**src/rtl/hit_scorer_if.sv**
```systemverilog
// hit_scorer_if
// Bundles the scoring-stage signals that travel between the game logic and the
// hit scorer. The clock and reset are plain ports on the scorer, not part of
// this bundle.
//   score_enable    : high while the game is in the play state
//   note_strobe     : one-cycle tick; led_pattern is a new note this cycle
//   led_pattern[3:0]: pattern currently shown, bit i <-> key i
//   keys_n[3:0]     : raw active-low push buttons, asynchronous to clk
//   score_10s_digit : BCD tens digit of the score
//   score_1s_digit  : BCD ones digit of the score
//   streak[6:0]     : consecutive hits, saturating at 127
//   hit_pulse       : one-cycle pulse when a note is judged a hit
//   miss_pulse      : one-cycle pulse when a note is judged a miss
// master drives the game-side inputs; slave is the scorer.
interface hit_scorer_if;
    logic       score_enable;
    logic       note_strobe;
    logic [3:0] led_pattern;
    logic [3:0] keys_n;
    logic [3:0] score_10s_digit;
    logic [3:0] score_1s_digit;
    logic [6:0] streak;
    logic       hit_pulse;
    logic       miss_pulse;

    modport master (
        output score_enable, note_strobe, led_pattern, keys_n,
        input  score_10s_digit, score_1s_digit, streak, hit_pulse, miss_pulse
    );

    modport slave (
        input  score_enable, note_strobe, led_pattern, keys_n,
        output score_10s_digit, score_1s_digit, streak, hit_pulse, miss_pulse
    );
endinterface

```
**src/rtl/hit_scorer.sv**
```systemverilog
// hit_scorer
// Latches every LED pattern as a note, debounces the four KEY buttons and
// judges each note exactly once as a hit or a miss. Keeps a saturating
// two-digit BCD score and a saturating streak counter.
// Ports:
//   clk    : system clock
//   resetn : asynchronous reset, ACTIVE HIGH despite its name (1 = reset)
//   bus    : hit_scorer_if.slave (score_enable, note_strobe, led_pattern,
//            keys_n in; score digits, streak, hit_pulse, miss_pulse out)
// A clean key edge shows up on hit_pulse/miss_pulse DEBOUNCE_CYCLES+3 clock
// edges later (2 sync flops, DEBOUNCE_CYCLES counting edges, 1 judging edge).
module hit_scorer #(
    parameter int DEBOUNCE_CYCLES = 500000,
    parameter int CNT_W           = 19
) (
    input  logic        clk,
    input  logic        resetn,
    hit_scorer_if.slave bus
);
    typedef enum logic [1:0] {IDLE, ARMED, DONE} state_t;

    localparam logic [CNT_W-1:0] CNT_LAST = CNT_W'(DEBOUNCE_CYCLES - 1);

    logic [3:0] sync1_q;
    logic [3:0] sync2_q;
    logic [3:0] pressed;
    logic [3:0] stable_keys;
    logic [3:0] rise;
    logic       press_evt_q;

    state_t     state_q;
    logic [3:0] note_q;
    logic       hit_q;
    logic       miss_q;
    logic       hit_d;
    logic       miss_d;
    logic [3:0] tens_q;
    logic [3:0] ones_q;
    logic [6:0] streak_q;

    // Two-flop synchroniser; idles at "released" (keys are active-low).
    always_ff @(posedge clk or posedge resetn) begin
        if (resetn) begin
            sync1_q <= 4'b1111;
            sync2_q <= 4'b1111;
        end else begin
            sync1_q <= bus.keys_n;
            sync2_q <= sync1_q;
        end
    end

    assign pressed = ~sync2_q;

    // Per-key debounce: a change is accepted only after it has been seen
    // for DEBOUNCE_CYCLES consecutive cycles.
    generate
        for (genvar gi = 0; gi < 4; gi++) begin : g_key
            logic [CNT_W-1:0] cnt_q;
            logic             stable_q;

            always_ff @(posedge clk or posedge resetn) begin
                if (resetn) begin
                    cnt_q    <= '0;
                    stable_q <= 1'b0;
                end else if (pressed[gi] != stable_q) begin
                    if (cnt_q == CNT_LAST) begin
                        stable_q <= pressed[gi];
                        cnt_q    <= '0;
                    end else begin
                        cnt_q <= cnt_q + CNT_W'(1);
                    end
                end else begin
                    cnt_q <= '0;
                end
            end

            assign stable_keys[gi] = stable_q;
            // This key's stable state is about to go released -> pressed.
            assign rise[gi] = pressed[gi] & ~stable_q & (cnt_q == CNT_LAST);
        end
    endgenerate

    // Registered alongside the stable bits so press_evt_q and stable_keys
    // describe the same chord in the judging cycle.
    always_ff @(posedge clk or posedge resetn) begin
        if (resetn) begin
            press_evt_q <= 1'b0;
        end else begin
            press_evt_q <= |rise;
        end
    end

    // Judging decision for the current note. A strobe closes the old note
    // even if a press lands in the same cycle; the press counts only if it
    // completes the chord exactly.
    always_comb begin
        hit_d  = 1'b0;
        miss_d = 1'b0;
        if (bus.score_enable && state_q == ARMED) begin
            if (bus.note_strobe) begin
                if (press_evt_q && stable_keys == note_q) begin
                    hit_d = 1'b1;
                end else begin
                    miss_d = 1'b1;
                end
            end else if (press_evt_q) begin
                if (stable_keys == note_q) begin
                    hit_d = 1'b1;
                end else if ((stable_keys & ~note_q) != 4'b0000) begin
                    miss_d = 1'b1;
                end
                // Otherwise a proper subset: the chord is still being built.
            end
        end
    end

    always_ff @(posedge clk or posedge resetn) begin
        if (resetn) begin
            state_q  <= IDLE;
            note_q   <= 4'b0000;
            hit_q    <= 1'b0;
            miss_q   <= 1'b0;
            tens_q   <= 4'd0;
            ones_q   <= 4'd0;
            streak_q <= 7'd0;
        end else begin
            hit_q  <= hit_d;
            miss_q <= miss_d;

            if (!bus.score_enable) begin
                state_q <= IDLE;
            end else if (bus.note_strobe) begin
                // Every state latches a new note; an empty pattern has
                // nothing to judge.
                note_q  <= bus.led_pattern;
                state_q <= (bus.led_pattern == 4'b0000) ? DONE : ARMED;
            end else if (hit_d || miss_d) begin
                state_q <= DONE;
            end

            if (hit_d) begin
                if (!(tens_q == 4'd9 && ones_q == 4'd9)) begin
                    if (ones_q == 4'd9) begin
                        ones_q <= 4'd0;
                        tens_q <= tens_q + 4'd1;
                    end else begin
                        ones_q <= ones_q + 4'd1;
                    end
                end
                if (streak_q != 7'd127) begin
                    streak_q <= streak_q + 7'd1;
                end
            end else if (miss_d) begin
                streak_q <= 7'd0;
            end
        end
    end

    assign bus.score_10s_digit = tens_q;
    assign bus.score_1s_digit  = ones_q;
    assign bus.streak          = streak_q;
    assign bus.hit_pulse       = hit_q;
    assign bus.miss_pulse      = miss_q;
endmodule
```
**src/flat_wrapper.sv**
```systemverilog
// flat-port wrapper written by rule: the top's interface ports become plain ports
module hit_scorer_flat 
#(
    parameter int DEBOUNCE_CYCLES = 500000,
    parameter int CNT_W           = 19
)
  (clk, resetn, bus_score_enable, bus_note_strobe, bus_led_pattern, bus_keys_n, bus_score_10s_digit, bus_score_1s_digit, bus_streak, bus_hit_pulse, bus_miss_pulse);
  hit_scorer_if bus_i ();
  input  logic clk;
  input  logic resetn;
  input wire logic [$bits(bus_i.score_enable)-1:0] bus_score_enable;
  input wire logic [$bits(bus_i.note_strobe)-1:0] bus_note_strobe;
  input wire logic [$bits(bus_i.led_pattern)-1:0] bus_led_pattern;
  input wire logic [$bits(bus_i.keys_n)-1:0] bus_keys_n;
  output wire logic [$bits(bus_i.score_10s_digit)-1:0] bus_score_10s_digit;
  output wire logic [$bits(bus_i.score_1s_digit)-1:0] bus_score_1s_digit;
  output wire logic [$bits(bus_i.streak)-1:0] bus_streak;
  output wire logic [$bits(bus_i.hit_pulse)-1:0] bus_hit_pulse;
  output wire logic [$bits(bus_i.miss_pulse)-1:0] bus_miss_pulse;
  assign bus_i.score_enable = bus_score_enable;
  assign bus_i.note_strobe = bus_note_strobe;
  assign bus_i.led_pattern = bus_led_pattern;
  assign bus_i.keys_n = bus_keys_n;
  assign bus_score_10s_digit = bus_i.score_10s_digit;
  assign bus_score_1s_digit = bus_i.score_1s_digit;
  assign bus_streak = bus_i.streak;
  assign bus_hit_pulse = bus_i.hit_pulse;
  assign bus_miss_pulse = bus_i.miss_pulse;
  hit_scorer #(.DEBOUNCE_CYCLES(DEBOUNCE_CYCLES), .CNT_W(CNT_W)) u_core (.clk(clk), .resetn(resetn), .bus(bus_i));
endmodule
```
**config.mk**
```make
export PLATFORM = sky130hd
export DESIGN_NAME = hit_scorer_flat
export DESIGN_NICKNAME = d
export VERILOG_FILES = /design/src/rtl/hit_scorer_if.sv /design/src/rtl/hit_scorer.sv /design/src/flat_wrapper.sv
export SDC_FILE = /design/constraint.sdc
export NUM_CORES = 1
export LEC_CHECK = 0
export ABC_AREA = 1
export CORE_MARGIN = 1
export CORE_UTILIZATION = 55
export DETAILED_ROUTE_END_ITERATION = 8
export GPL_TIMING_DRIVEN = 0
export PLACE_DENSITY_LB_ADDON = 0.05
export SLEW_MARGIN = 15
export SYNTH_ARGS = -nofsm -noshare
export SYNTH_HDL_FRONTEND = slang
export SYNTH_SLANG_ARGS = --single-unit
```
**constraint.sdc**
```tcl
create_clock -name clk -period 3.6 [get_ports clk]
set_clock_uncertainty 0.1 [all_clocks]
set_input_delay 0.72 -clock clk [delete_from_list [all_inputs] [get_ports clk]]
set_output_delay 0.72 -clock clk [all_outputs]
set_load 0.01 [all_outputs]
```
======== Yosys cells after proc, flatten, opt, wreduce, memory -nomap -nowiden ========
Index checks and enable logic that the tools add are counted.
operators by class
  bitwise gates (word level) .............. 16
  $add $sub $neg .......................... 7
  mux-type cells .......................... 27
  eq/ne operators ......................... 15
  reduce and logical (&&, ||, !) cells .... 16
operators with widths
  cell                                                    count
  two-way mux 19 bit                                      8
  adder 19 x 1 -> 19 bit (second input constant)          4
  equality test 19 bit (second input constant)            4
  two-way mux 7 bit                                       3
  AND reduction 2 bit                                     7
  two-way mux 1 bit                                       11
  adder 4 x 1 -> 4 bit (second input constant)            2
  bitwise AND 1 bit                                       8
  equality test 4 bit (second input constant)             2
  two-way mux 2 bit                                       4
  inverter 4 bit                                          2
  adder 7 x 1 -> 7 bit (second input constant)            1
  inequality test 7 bit (second input constant)           1
  inverter 1 bit                                          5
  bitwise AND 4 bit                                       1
  equality test 4 bit                                     1
  logical NOT 4 bit                                       1
  two-way mux 4 bit                                       1
  inequality test 1 bit                                   4
  nonzero test 4 bit                                      1
  OR reduction 4 bit                                      1
  logical AND 1 bit                                       3
  inequality test 3 x 1 -> 1 bit (second input constant)  1
  AND reduction 3 bit                                     1
  other kinds (4)                                         4
word-level totals
  register bits ........................... 112
  bits of input ports ..................... 12

======== Logic depth before layout (Yosys ltp) ========
  word-level depth ........................ 12
  gate-level depth with buffers ........... 10

======== Least setup slack after synthesis ========
OpenSTA, ideal clock, no wires.
  path type ............................... reg2reg
  from .................................... register u_core.g_key[2].stable_q
  to ...................................... register u_core.ones_q[1], in the netlist u_core.bus.score_1s_digit[1]
  clock period less this slack ............ 1.579 ns
  slack ................................... 2.021 ns
  path buffers ............................ 0
  arrival ................................. 1.356 ns
  cell stages (with the launch flop) ...... 9
  setup time .............................. 0.123 ns
  cell sequence ........................... dfrtp_1 ha_1 nand3_1 nor2_2 nand3_2 clkinv_2 nand2_1 o21ai_0 nand2_1
between the ends
  word-level cells in the longest chain between the ends .. 6
  elaborated cells on any way between the ends .. 8
  classes of those cells .................. eq/ne (1); mux (5); reduce/logical (2)
ends and longest elaborated chain
  item                                                    line                                  RTL
  start: declaration                                      hit_scorer.sv:59                      logic stable_q;
  start signal: assignment                                hit_scorer.sv:67                      stable_q <= pressed[gi];
  equality test 4 bit *                                   hit_scorer.sv:101, hit_scorer.sv:107
  two-way mux 1 bit or logical AND 1 bit (tied branches)  hit_scorer.sv:107, hit_scorer.sv:101
  two-way mux 1 bit (on tied branches)                    hit_scorer.sv:106, hit_scorer.sv:101
  two-way mux 1 bit *                                     hit_scorer.sv:100                     if (bus.note_strobe) begin
  two-way mux 1 bit *                                     hit_scorer.sv:99                      if (bus.score_enable && state_q == ARMED) begin
  net u_core.hit_d                                        hit_scorer.sv:35                      logic hit_d;
  AND reduction 2 bit (no source line) *                  -
  end signal: assignment                                  hit_scorer.sv:147                     ones_q <= ones_q + 4'd1;
  end: declaration                                        hit_scorer.sv:38                      logic [3:0] ones_q;
The timed path passes the listed nets; every way through them passes the cells marked *.
A chain may end at the register's enable or synchronous reset.

======== Worst setup path in the final report ========
  from .................................... register u_core.streak_q[3], in the netlist u_core.bus.streak[3]
  to ...................................... output port bus_streak[3]
RTL lines
  item                      line                RTL
  start: declaration        hit_scorer.sv:39    logic [6:0] streak_q;
  start signal: assignment  hit_scorer.sv:151   streak_q <= streak_q + 7'd1;
  end: declaration          flat_wrapper.sv:17  output wire logic [$bits(bus_i.streak)-1:0] bus_streak;
No word-level cell between the ends.

==> run metrics <==
f_max 453 MHz; worst path buffer plus inverter count 1; R2R Setup Slk 1770 ps; clock slew at reported path FFs 70 ps; slew margin rel. 0.577; vias in the first global route 4862; vias 5129; synth top area cells dfrtp_1, nand2_1, nor2_1; CP Capture Point bus_streak[3]; reg2reg start u_core.g_key[2].stable_q; WL per Instance 12.3 um; CP startpoint u_core.bus.streak[3]; Die Width 109 um; worst path cell trace clkdlybuf4s50_1; setup TNS 0 ps; GRT Resource Usage Total 0.234; dpl hpwl 9410 um; clock latency on the worst-skew pair 350 ps; antenna cell count 0; layout cell share with drive strength beyond 1 0.107; Worst path slowest cell clkdlybuf4s50_1; Root Driver clkbuf_16; YS warnings 0; power density cells 355 nW/um^2; full die area 12000 um^2; Final Hold Fails 0; min cycle time layout 2210 ps; Resize count post-CTS 0; r2r worst-path depth 8; critical path depth 1; XOR/XNOR share of the synthesized area 0.0470; total grt overflow 0; initial drt markers 276; Final period util 0.613; post-synth top area cell dfrtp_1; ANT nets after route 0; IO Port Bufs 28; Reg-to-Reg End u_core.bus.score_1s_digit[2]; Finished Layout Cells 1009; sequential area share after synthesis 0.444; post-layout net count 891; WP data arrival 1390 ps; ys async rst share 1.00; Worst Hold Launch u_core.sync1_q[0]; vias per cell 5.08; Final Max Slew Viols 0; Final Cell Area 7200 um^2; Pleak 3.14 nW; status completed; core area 11000 um^2; mux share of post-synthesis cell area 0; Setup crit end kind output pin; Synth Area in Simple Gates 0.375; Synth Instances 822; worst-margin pin slew 634 ps; area grow syn2layout 13.7%; Tightest Hold Check Type reg2reg; switching portion of total power 0.206; Flop pwr share 0.508; post-synthesis net count 849; NetSw 0.525 mW; P_int 2.03 mW; Placement Setup Slack 1350 ps; ys flop type dfrtp_1; IO Pins 29; Setup violations, final 0; Synth Area in Compound Gates 0.0425; H-Tree Depth 3; cell area after synthesis 6340 um^2; EDFF count, synth 0; mean post-synth cell area 7.71 um^2; Crit path largest cell delay 570 ps; routed wire length 12500 um; chip height 109 um; Clk network pwr share 0.444; hold_buf cts 0; CTS Sinks 112; CP delay by family, top buffers and inverters; CP Launch Type flip-flop; RSZ-0062 raised after global routing no; Worst Path Required 2780 ps; CTS Buf Count 9; max_cap viols 0; Synth Area in Adders 0.0296; drt pass-1 iters 4; PnR worst setup slack 1390 ps; crit-path max FO 6; Placed Cells 993; Crit Path Category reg2out; GP Congestion 0.917; post-CTS setup buffer count 0; drc violations 0; area of placed instances 6860 um^2; Yosys cell types 37; Initial Util 0.574; post-synth top area share 0.411; Max clock buf depth 2; initial antenna violation count 0; Yosys reg bits 112; Comb power frac 0.048; std cell rows 38; largest family of logic cells by synthesized area simple AND/OR/NAND/NOR gates; CTS tree yes; first-pass GRT wire length 21700 um; Max IR drop VDD 0.000454 V; largest net degree at the start of global routing 37
[worst min path at each step]
stage / end / slack [ps] / cells after the start
after global routing: u_core.sync2_q[1] / 260 / 0
after CTS: u_core.sync2_q[0] / 260 / 0
after floorplan: u_core.sync2_q[0] / 250 / 0
final: u_core.sync2_q[0] / 260 / 0
after detailed placement: u_core.sync2_q[0] / 250 / 0
after global placement: u_core.sync2_q[2] / 250 / 0
[synthesized netlist by cell type, types with 5 or more instances]
cell	n
nor3_1	16
nand2_2	10
ha_1	15
inv_2	6
dfstp_2	8
nand2_1	183
nor3_2	5
o21ai_0	16
xnor2_1	9
nand3_1	59
inv_1	90
xor2_1	25
nor2_4	8
nor2_1	177
dfrtp_1	104
a21oi_1	18
nand4_1	15
nor2_2	21
[routing by layer]
metal | wire (um) | global-route usage | vias to the layer above
met5 | 0 | 0 | -
met4 | 190 | 0.0752 | 0
met3 | 406 | 0.0616 | 18
met2 | 6080 | 0.385 | 70
met1 | 5780 | 0.301 | 2383
li1 | - | - | 2658
[kinds of logic (layout without fill, tap and decap cells)]
| group | Yosys count | in the layout |
|---|---|---|
| compound gates | 45 | 45 |
| flops | 112 | 112 |
| xor+xnor | 34 | 34 |
| buf+inv | 103 | 150 |
| simple gates | 513 | 513 |
| fa+ha+maj | 15 | 15 |
[flip-flops by register name, indices dropped and copies added (netlist names)]
| name | flops |
|---|---|
| u_core.bus.streak | 7 |
| u_core.g_key.stable_q | 4 |
| u_core.bus.hit_pulse | 1 |
| u_core.g_key.cnt_q | 76 |
| u_core.sync2_q | 4 |
| u_core.state_q | 2 |
| u_core.press_evt_q | 1 |
| u_core.bus.miss_pulse | 1 |
| u_core.bus.score_1s_digit | 4 |
| u_core.bus.score_10s_digit | 4 |
| u_core.sync1_q | 4 |
| u_core.note_q | 4 |
[power groups by stage]
stage | Sequential (mW) | Clock [mW] | Combinational [mW]
floorplan | 1.32 | 0 | 0.0777
global placement | 1.32 | 0 | 0.112
detailed placement | 1.32 | 0 | 0.125
CTS | 1.30 | 1.17 | 0.126
global route | 1.30 | 1.21 | 0.143
finish | 1.30 | 1.13 | 0.122
[layout by cell type (no fill, tap or decap), types with 2 or more instances in the layout]
master / Yosys / routed
clkbuf_16: 0 / 9
o21ai_0: 16 / 16
dfrtp_1: 104 / 104
o21ai_1: 4 / 4
nor2_2: 21 / 21
nor2_4: 8 / 8
nand2_1: 183 / 183
nand2_2: 10 / 10
nor3_1: 16 / 16
nand3_4: 2 / 2
xor2_1: 25 / 25
buf_12: 0 / 2
inv_2: 6 / 6
nand3_1: 59 / 59
nor3_2: 5 / 5
bufinv_16: 0 / 3
nor2_1: 177 / 177
clkdlybuf4s50_1: 0 / 28
inv_1: 90 / 89
and2_0: 2 / 2
nand4_1: 15 / 15
nand3_2: 3 / 3
a211oi_1: 2 / 2
ha_1: 15 / 15
a21oi_1: 18 / 18
dfstp_2: 8 / 8
nor2_8: 2 / 2
xnor2_1: 9 / 9
clkbuf_1: 4 / 7
nor3b_1: 4 / 4
o21bai_4: 2 / 2
nand2_4: 3 / 3
[layout make-up]
cell class                      count  area [um^2]
Buffer                              6         27.5
Clock buffer                       13          250
Clock inverter                      3         90.1
Fill cell                         933         3830
Inverter                           97          369
Multi-Input combinational cell    607         3130
Sequential cell                   112         2810
Tap cell                          140          175
Timing Repair Buffer               31          348
[per-stage QoR]
step | util | power [mW] | hold WS (ps)
after floorplan | - | 1.40 | 245
after global placement | 0.616 | 1.43 | 246
after detailed placement | 0.622 | 1.45 | 247
after CTS | 0.653 | 2.60 | 257
after global routing | 0.653 | 2.66 | 260
final | 0.653 | 2.55 | 256
[worst reg2reg max path: stages (launching register included)]
cell	delay (ps)
dfrtp_1	410
ha_1	290
nand3_1	80
nor2_2	140
nand3_2	150
clkinv_2	150
nand2_1	140
o21ai_0	180
nand2_1	60
Power figures use the tool's default switching activity.
